===== src/rtl/morse_pkg.sv =====
// rtl/morse_pkg.sv - shared state encoding, ASCII constants and Morse pattern table
package morse_pkg;

  localparam logic [1:0] ST_IDLE  = 2'd0;
  localparam logic [1:0] ST_MARK  = 2'd1;
  localparam logic [1:0] ST_SPACE = 2'd2;
  localparam logic [1:0] ST_WGAP  = 2'd3;

  localparam logic [7:0] ASCII_SPACE   = 8'h20;
  localparam logic [7:0] ASCII_UNKNOWN = 8'h3F;

  typedef struct packed {
    logic [7:0] code;
    logic       hit;
  } lut_t;

  // pat is right-aligned: first symbol sits in bit len-1, dash = 1
  function automatic lut_t morse_lookup(input logic [2:0] len, input logic [6:0] pat);
    lut_t       r;
    logic [6:0] m;
    m      = pat & ~(7'h7F << len);
    r.hit  = 1'b1;
    r.code = ASCII_UNKNOWN;
    case ({len, m})
      {3'd1, 7'b0}:      r.code = "E";
      {3'd1, 7'b1}:      r.code = "T";
      {3'd2, 7'b00}:     r.code = "I";
      {3'd2, 7'b01}:     r.code = "A";
      {3'd2, 7'b10}:     r.code = "N";
      {3'd2, 7'b11}:     r.code = "M";
      {3'd3, 7'b000}:    r.code = "S";
      {3'd3, 7'b001}:    r.code = "U";
      {3'd3, 7'b010}:    r.code = "R";
      {3'd3, 7'b011}:    r.code = "W";
      {3'd3, 7'b100}:    r.code = "D";
      {3'd3, 7'b101}:    r.code = "K";
      {3'd3, 7'b110}:    r.code = "G";
      {3'd3, 7'b111}:    r.code = "O";
      {3'd4, 7'b0000}:   r.code = "H";
      {3'd4, 7'b0001}:   r.code = "V";
      {3'd4, 7'b0010}:   r.code = "F";
      {3'd4, 7'b0100}:   r.code = "L";
      {3'd4, 7'b0110}:   r.code = "P";
      {3'd4, 7'b0111}:   r.code = "J";
      {3'd4, 7'b1000}:   r.code = "B";
      {3'd4, 7'b1001}:   r.code = "X";
      {3'd4, 7'b1010}:   r.code = "C";
      {3'd4, 7'b1011}:   r.code = "Y";
      {3'd4, 7'b1100}:   r.code = "Z";
      {3'd4, 7'b1101}:   r.code = "Q";
      {3'd5, 7'b01111}:  r.code = "1";
      {3'd5, 7'b00111}:  r.code = "2";
      {3'd5, 7'b00011}:  r.code = "3";
      {3'd5, 7'b00001}:  r.code = "4";
      {3'd5, 7'b00000}:  r.code = "5";
      {3'd5, 7'b10000}:  r.code = "6";
      {3'd5, 7'b11000}:  r.code = "7";
      {3'd5, 7'b11100}:  r.code = "8";
      {3'd5, 7'b11110}:  r.code = "9";
      {3'd5, 7'b11111}:  r.code = "0";
      {3'd6, 7'b010101}: r.code = ".";
      {3'd6, 7'b110011}: r.code = ",";
      {3'd6, 7'b001100}: r.code = "?";
      default:           r.hit  = 1'b0;
    endcase
    return r;
  endfunction

endpackage


===== src/rtl/morse_lut.sv =====
// rtl/morse_lut.sv - combinational wrapper around morse_lookup
module morse_lut (
  input  logic [2:0] len_i,
  input  logic [6:0] pat_i,
  output logic [7:0] code_o,
  output logic       hit_o
);
  import morse_pkg::*;

  lut_t res;

  assign res    = morse_lookup(len_i, pat_i);
  assign code_o = res.code;
  assign hit_o  = res.hit;

endmodule


===== src/rtl/morse_stream_decoder.sv =====
// rtl/morse_stream_decoder.sv - tick-sampled Morse receiver emitting one ASCII code per character
module morse_stream_decoder #(
  parameter int CNT_W      = 8,
  parameter int DOT_MAX    = 3,
  parameter int LETTER_GAP = 3,
  parameter int WORD_GAP   = 7,
  parameter int MAX_SYM    = 6
) (
  input  logic       clk,
  input  logic       rst,
  input  logic       tick,
  input  logic       key,
  output logic       char_valid,
  output logic [7:0] char_code,
  output logic       char_err,
  output logic       busy
);
  import morse_pkg::*;

  localparam int CNT_TOP = (1 << CNT_W) - 1;

  if (DOT_MAX < 1 || DOT_MAX >= CNT_TOP || LETTER_GAP < 1 || LETTER_GAP >= WORD_GAP ||
      WORD_GAP > CNT_TOP || MAX_SYM < 1 || MAX_SYM > 7) begin : g_bad_params
    $error("morse_stream_decoder: illegal parameter set");
  end

  localparam logic [CNT_W-1:0] DOT_LIM = CNT_W'(DOT_MAX);
  localparam logic [CNT_W-1:0] LG_LIM  = CNT_W'(LETTER_GAP);
  localparam logic [CNT_W-1:0] WG_LIM  = CNT_W'(WORD_GAP);
  localparam logic [CNT_W-1:0] CNT_ONE = CNT_W'(1);
  localparam logic [2:0]       SYM_LIM = 3'(MAX_SYM);

  logic [1:0]         state_q, state_d;
  logic [CNT_W-1:0]   cnt_q, cnt_d, cnt_inc;
  logic [MAX_SYM-1:0] pat_q, pat_d, acc_pat;
  logic [2:0]         len_q, len_d, acc_len;
  logic               ovf_q, ovf_d, acc_ovf;
  logic               sym, emit_char, emit_space;
  logic               char_valid_q;
  logic [7:0]         char_code_q;
  logic               char_err_q;
  logic [7:0]         lut_code;
  logic               lut_hit;
  logic [6:0]         lut_pat;

  assign cnt_inc = (cnt_q == '1) ? cnt_q : cnt_q + CNT_ONE;
  assign sym     = (cnt_q > DOT_LIM);

  // Symbol registers as they stand after the current mark is folded in, so an
  // emit on the mark-to-space edge (LETTER_GAP = 1) sees the final symbol.
  always_comb begin
    acc_pat = pat_q;
    acc_len = len_q;
    acc_ovf = ovf_q;
    if (state_q == ST_MARK && !key) begin
      if (len_q < SYM_LIM) begin
        acc_pat = MAX_SYM'({pat_q, sym});
        acc_len = len_q + 3'd1;
      end else begin
        acc_ovf = 1'b1;
      end
    end
  end

  assign lut_pat = 7'(acc_pat);

  morse_lut u_lut (
    .len_i  (acc_len),
    .pat_i  (lut_pat),
    .code_o (lut_code),
    .hit_o  (lut_hit)
  );

  always_comb begin
    state_d    = state_q;
    cnt_d      = cnt_q;
    pat_d      = pat_q;
    len_d      = len_q;
    ovf_d      = ovf_q;
    emit_char  = 1'b0;
    emit_space = 1'b0;
    if (tick) begin
      case (state_q)
        ST_IDLE: begin
          if (key) begin
            state_d = ST_MARK;
            cnt_d   = CNT_ONE;
          end
        end
        ST_MARK: begin
          if (key) begin
            cnt_d = cnt_inc;
          end else begin
            pat_d   = acc_pat;
            len_d   = acc_len;
            ovf_d   = acc_ovf;
            cnt_d   = CNT_ONE;
            state_d = ST_SPACE;
            if (LETTER_GAP == 1) begin
              emit_char = 1'b1;
              pat_d     = '0;
              len_d     = '0;
              ovf_d     = 1'b0;
              state_d   = ST_WGAP;
            end
          end
        end
        ST_SPACE: begin
          if (key) begin
            state_d = ST_MARK;
            cnt_d   = CNT_ONE;
          end else begin
            cnt_d = cnt_inc;
            if (cnt_inc == LG_LIM) begin
              emit_char = 1'b1;
              pat_d     = '0;
              len_d     = '0;
              ovf_d     = 1'b0;
              state_d   = ST_WGAP;
            end
          end
        end
        default: begin
          if (key) begin
            state_d = ST_MARK;
            cnt_d   = CNT_ONE;
          end else begin
            cnt_d = cnt_inc;
            if (cnt_inc == WG_LIM) begin
              emit_space = 1'b1;
              state_d    = ST_IDLE;
            end
          end
        end
      endcase
    end
  end

  always_ff @(posedge clk) begin
    if (rst) begin
      state_q      <= ST_IDLE;
      cnt_q        <= '0;
      pat_q        <= '0;
      len_q        <= '0;
      ovf_q        <= 1'b0;
      char_valid_q <= 1'b0;
      char_code_q  <= 8'h00;
      char_err_q   <= 1'b0;
    end else begin
      state_q      <= state_d;
      cnt_q        <= cnt_d;
      pat_q        <= pat_d;
      len_q        <= len_d;
      ovf_q        <= ovf_d;
      char_valid_q <= emit_char | emit_space;
      if (emit_space) begin
        char_code_q <= ASCII_SPACE;
        char_err_q  <= 1'b0;
      end else if (emit_char) begin
        if (acc_ovf || !lut_hit) begin
          char_code_q <= ASCII_UNKNOWN;
          char_err_q  <= 1'b1;
        end else begin
          char_code_q <= lut_code;
          char_err_q  <= 1'b0;
        end
      end
    end
  end

  assign char_valid = char_valid_q;
  assign char_code  = char_code_q;
  assign char_err   = char_err_q;
  assign busy       = (state_q != ST_IDLE);

endmodule


===== config.mk =====
export PLATFORM = sky130hd
export DESIGN_NAME = morse_stream_decoder
export DESIGN_NICKNAME = d
export VERILOG_FILES = /design/src/rtl/morse_pkg.sv /design/src/rtl/morse_lut.sv /design/src/rtl/morse_stream_decoder.sv
export SDC_FILE = /design/constraint.sdc
export NUM_CORES = 1
export LEC_CHECK = 0
export CORE_UTILIZATION = 33
export CTS_CLUSTER_DIAMETER = 100
export DETAILED_ROUTE_END_ITERATION = 7
export PLACE_DENSITY = 0.5
export SLEW_MARGIN = 20
export SYNTH_ARGS = -nofsm -noshare
export SYNTH_HDL_FRONTEND = slang
export SYNTH_SLANG_ARGS = --single-unit

===== constraint.sdc =====
create_clock -name clk -period 3.7 [get_ports clk]
set_clock_uncertainty 0.2 [all_clocks]
set_input_delay 0.74 -clock clk [delete_from_list [all_inputs] [get_ports clk]]
set_output_delay 0.74 -clock clk [all_outputs]
set_load 0.01 [all_outputs]

=== Yosys cells after proc, flatten, opt, wreduce, memory -nomap -nowiden ===
Index checks and enable logic that the tools add are counted.

* Flip-flop bits (word level): 30
* Bits in latches: 0
* Bits in writable memories: 0
* Bits in read-only memories: 0
* Input bits: 4
* Output and inout port bits: 11
* Logic and storage cells: 125
* Memories: 0

* Add/sub/neg operators: 2
* $mul: 0
* Div/mod/pow operators: 0
* Magnitude comparators: 2
* Equal/unequal tests: 49
* Shifts and indexed selects: 1
* Muxes and demuxes: 44
* Bitwise operators: 3
* Reductions and logical operators: 15

{| class="wikitable"
|+ Operators by type and width
! operator !! count
|-
| one-hot mux 7 bit (38 select lines) || 1
|-
| equality test 10 bit, second input constant || 25
|-
| equality test 10 x 9 -> 1 bit, second input constant || 12
|-
| two-way mux 6 bit || 7
|-
| OR reduction 39 bit || 1
|-
| two-way mux 8 bit || 4
|-
| equality test 10 x 8 -> 1 bit, second input constant || 2
|-
| one-hot mux 8 bit (2 select lines) || 1
|-
| two-way mux 1 bit || 15
|-
| two-way mux 3 bit || 5
|-
| two-way mux 2 bit || 6
|-
| one-hot mux 6 bit (2 select lines) || 1
|-
| AND reduction 5 bit || 2
|-
| adder 8 x 1 -> 8 bit, second input constant || 1
|-
| equality test 8 x 2 -> 1 bit, second input constant || 1
|-
| equality test 8 x 3 -> 1 bit, second input constant || 1
|-
| equality test 8 bit, second input constant || 1
|-
| > comparator 8 x 2 -> 1 bit, second input constant || 1
|-
| != test 2 bit, second input constant || 4
|-
| AND 6 x 7 -> 7 bit || 1
|-
| two-way mux 7 bit || 1
|-
| NOT 7 bit || 1
|-
| << shifter 7 x 3 -> 7 bit, first input constant || 1
|-
| one-hot mux 2 bit (3 select lines) || 1
|-
| 17 further kinds || 20
|}

=== Depth between registers and ports, before layout ===
* Depth after elaboration: 14
* Depth in mapped cells: 12

=== By module ===
Synthesis repeated with hierarchy kept, for this count alone.

* Cells, all modules: 354
* Area, all modules: 2731.4 sq um

{| class="wikitable"
|+ Modules (own cells, without submodules)
! module !! times used !! cells an instance !! area an instance (sq um) !! sequential area each (sq um)
|-
| morse_stream_decoder || 1 || 214 || 1780.5 || 600.6
|-
| morse_lut || 1 || 140 || 950.9 || 0.0
|}

=== Worst setup path after synthesis ===
Ideal clock, no wire load.

* Path type: in2reg
* Start point: input key
* End point: register char_code_q[4], in the netlist char_code[4]
* Library setup time: 0.125 ns
* Arrival time: 2.985 ns
* Required time: 3.375 ns
* Setup slack: 0.390 ns
* Cell stages on the path: 11
* Path buffers: 2
* Path through: buf_6 > or3b_2 > clkbuf_1 > nor2_2 > a22oi_1 > nor3_4 > o21ai_0 > or4_1 > o211a_1 > a31oi_2 > a21oi_1

* Cells in the longest elaborated chain, start to end: 12
* Elaborated cells between the ends (all ways): 60
* Those cells by class: 39 x eq/ne; 1 x shift; 12 x mux; 2 x bitwise; 6 x reduce/logical

{| class="wikitable"
|+ RTL lines
! item !! RTL line !! source
|-
| start: declaration || morse_stream_decoder.sv:12 || <nowiki>input logic key,</nowiki>
|-
| logical NOT 1 bit || morse_stream_decoder.sv:55 || <nowiki>if (state_q == ST_MARK && !key) begin</nowiki>
|-
| logical AND 1 bit || morse_stream_decoder.sv:55 ||
|-
| two-way mux 3 bit || morse_stream_decoder.sv:55 ||
|-
| << shifter 7 x 3 -> 7 bit || morse_pkg.sv:21 || <nowiki>m = pat & ~(7'h7F << len);</nowiki>
|-
| NOT 7 bit || morse_pkg.sv:21 ||
|-
| AND 6 x 7 -> 7 bit || morse_pkg.sv:21 ||
|-
| equality test 10 bit (tied with other cells) || morse_pkg.sv:24 || <nowiki>case ({len, m})</nowiki>
|-
| OR reduction 39 bit (no line) || -- ||
|-
| two-way mux 1 bit || morse_pkg.sv:24 ||
|-
| logical NOT 1 bit || morse_stream_decoder.sv:160 || <nowiki>if (acc_ovf || !lut_hit) begin</nowiki>
|-
| logical OR 1 bit || morse_stream_decoder.sv:160 ||
|-
| two-way mux 7 bit || morse_stream_decoder.sv:160 ||
|-
| end signal: assignment || morse_stream_decoder.sv:164 || <nowiki>char_code_q <= lut_code;</nowiki>
|-
| end: declaration || morse_stream_decoder.sv:40 || <nowiki>logic [7:0] char_code_q;</nowiki>
|}

Several ways; a longest one is shown, not always the timed one.
A chain may end at the register's enable or synchronous reset.

=== Worst setup path after layout ===
Same ends and word-level chain as after synthesis.

==> summary.txt <==
WS Path Type - input port to flop
Post-synthesis sequential area ratio - 21.92%
DRT Wirelength - 9010 um
Fill cells - 766
Post-Syn Instances - 356
Drt drc - 0
Max incr delay on CP - 0.51 ns
Final Cycle Share - 93.76%
Vias in the first global route - 2,908
ANT cells - 0
All-Layer GR Usage - 22.56%
Clock sink count - 29
Hold-fix buffers, CTS - 0
Worst endpoint data arrival time - 3.48 ns
Switching share of power - 24.67%
Synth Register Bits - 29
Placed Cells - 525
Post-layout nets - 439
Synth-to-layout area growth - 34.86%
Worst slew pin tran - 0.7664 ns
Std cell rows - 32
Num CTS Buffers - 5
Top delay family on crit path - compound AO/OA/AOI/OAI gates
Initial Utilization - 34.28%
Routed WL per cell - 16.84 um
Router iterations before antenna repair - 5
Share of the synthesized area in the top cell type - 21.92%
Most common library cells after synthesis - a21oi_1 (32), o21ai_0 (31), dfxtp_1 (29), nor2_1 (29)
Yosys cell types - 78
Pwr/cell area - 202.9 nW/um2
Max Slew Vio Count - 0
Hold slack final - 0.2972 ns
Net Sw Power - 178.8 uW
CTS Buffer Depth - 2
Fraction of registers with async set or reset after synthesis - 0%
Die Footprint - 8389 um2
H-tree depth - 2
Static leakage power - 0.001355 uW
Max Fclk - 288.3 MHz
YS warnings - 0
CP cell instances - dlymetal6s2s_1 > or4b_4 > a22o_1 > buf_4 > o211a_1 > o21ai_2 > and3b_4 > a211o_1 > a211oi_2 > a31oi_4 > a21oi_1
Remaining antenna violation count - 0
Post-Syn Nets - 362
HPWL Detailed - 6825 um
Hold Path Class - flop to flop
Pint - 546.0 uW
Status - finished, final reports clean
Period minus WS final - 3.469 ns
CP Data Required Time - 3.71 ns
Setup crit start kind - input port
Max VDD drop - 0.1311 mV
Die width - 91.59 um
Hold Fails Final Rpt - 0
Syn_area_per_cell - 7.440 um2
Grt total ovfl - 0
Rel. slew slack - 48.37%
Crit. End Element - flop
Most common cell in the synthesized netlist - a21oi_1
Count of final setup violators - 0
Top_reg_cell synth - dfxtp_1
Critical-path top delay cell - or4b_4
Worst-path clk slew - 0.06 ns
Worst path bufs/invs - 2
Pin count of the biggest net entering global routing - 21
Largest area contributor in the netlist - dfxtp_1
Layout Cells excl Fill - 535
Combinational fraction of design power - 11.4%
Buffers added on ports - 13
CTS tree - done
Ports - 15
Vias per cell - 5.759
Die Y - 91.59 um
Seq pwr share - 44.0%
Gpl congestion - 0.9265
Initial antenna violation count - 0
First-pass GRT wire length - 14,870 um
Routed via count - 3,081
Clk Tree Root Cell - clkbuf_8
Clock Latency Late Sink - 0.29 ns
Clock group share of total power - 44.7%
RSZ-0062 raised after global routing - no
Synth top area cells - dfxtp_1 (22%), a21oi_1 (6.0%), o21ai_0 (5.9%)
Share of cells above drive strength 1 - 29.33%
Max Cap Violations - 0
Netlist Area Pre-Place - 2649 um2
Core Area - 7727 um2
Crit-path max FO - 6
Initial DRC count - 219
Number of synthesized flops with an enable pin - 0
cells in the final DEF (no fill, tap or decap), types with 5 or more instances in the layout:
| cell | instances |
|---|---|
| buf_4 | 84 |
| a21oi_1 | 32 |
| nor2_1 | 29 |
| o21ai_0 | 29 |
| dfxtp_1 | 29 |
| nand2_1 | 23 |
| nand3_1 | 22 |
| nor3_1 | 16 |
| clkdlybuf4s50_1 | 12 |
| a31oi_1 | 8 |
| o211ai_1 | 7 |
| and3_1 | 7 |
| nor2b_1 | 7 |
| a22o_1 | 6 |
| a21boi_0 | 6 |
| a22oi_1 | 5 |
| and2_1 | 5 |
| clkbuf_8 | 5 |
worst register-to-register path, stage by stage (launching register included):
cell and delay [ns]:
dfxtp_1 0.43, or4b_4 0.58, a22o_1 0.26, buf_4 0.20, o211a_1 0.22, o21ai_2 0.21
and3b_4 0.25, a211o_1 0.31, a211oi_2 0.28, a31oi_4 0.16, a21oi_1 0.17
cells by family (layout without fill, tap and decap cells):
kind of cell / Yosys count / after routing / share of synthesized area [%]
AND/OR/NAND/NOR: 143 / 143 / 29.76
AO/OA/AOI/OAI: 138 / 138 / 36.75
buffers and inverters: 31 / 108 / 5.857
flip-flops: 29 / 29 / 21.92
multiplexers: 8 / 8 / 3.306
XOR/XNOR: 4 / 4 / 1.322
adder cells (fa/ha/maj): 2 / 2 / 0.9446
other: 1 / 1 / 0.1416
path summary, 6_finish.rpt:
kind | from | endpoint | slack [ns] | cells past startpoint
hold reg to reg | char_code[6] | char_code[6] | 0.30 | 2
hold / removal | char_code[6] | char_code[6] | 0.30 | 2
setup reg to reg | len_q[2] | char_code[4] | 0.35 | 10
setup / recovery | key | char_code[4] | 0.23 | 11
layout make-up:
class | count | area [um2] | share of cell area (%)
clock buffers | 5 | 68.82 | 1.926
clock inverters | 2 | 35.03 | 0.9807
inverters | 4 | 15.01 | 0.4203
multi-input cells | 296 | 1982 | 55.48
flip-flops and latches | 29 | 580.6 | 16.25
well taps | 102 | 127.6 | 3.573
repair buffers | 97 | 763.2 | 21.37
repair_timing:
action                                  in CTS  in global routing
pin swaps                                    0                  6
gates resized for setup                      4                 12
endpoints found under the setup margin       6                  8
setup buffers                                0                  3
sequential cells by signal, summed over array words and instances, names as in the netlist:
register and cells:
cnt_q 8, char_err 1, state_q 2, len_q 3, char_valid 1, char_code 7, ovf_q 1, pat_q 6
power by group through the flow:
| stage | Sequential (uW) | Combinational (uW) | Clock (uW) |
|---|---|---|---|
| after global routing | 319 | 90.4 | 349 |
| final | 319 | 82.4 | 324 |
| after CTS | 318 | 81.2 | 332 |
| after global placement | 325 | 80.3 | 0 |
| after floorplan | 324 | 52.0 | 0 |
| after detailed placement | 326 | 80.4 | 0 |
metal layers:
layer  track usage, %  routed length [um]  vias up
met3            3.853                 396       19
met4            7.275                 156        0
met1            31.14                4350     1443
met5                0                   0        -
li1                 -                   -     1514
met2            35.40                4107      105
per-stage QoR:
step	setup slack (ns)	total power [uW]	utilization, %	instance area (um2)	setup TNS (ns)
CTS	0.02496	732.1	45.27	3498	0
detailed placement	-0.4945	406.0	43.67	3374	-2.778
finish	0.2310	724.8	46.23	3572	0
floorplan	0.3901	376.0	-	2649	0
global route	0.1820	758.4	46.23	3572	0
global placement	-0.5092	405.7	43.67	3374	-2.817
Power figures use the tool's default switching activity.
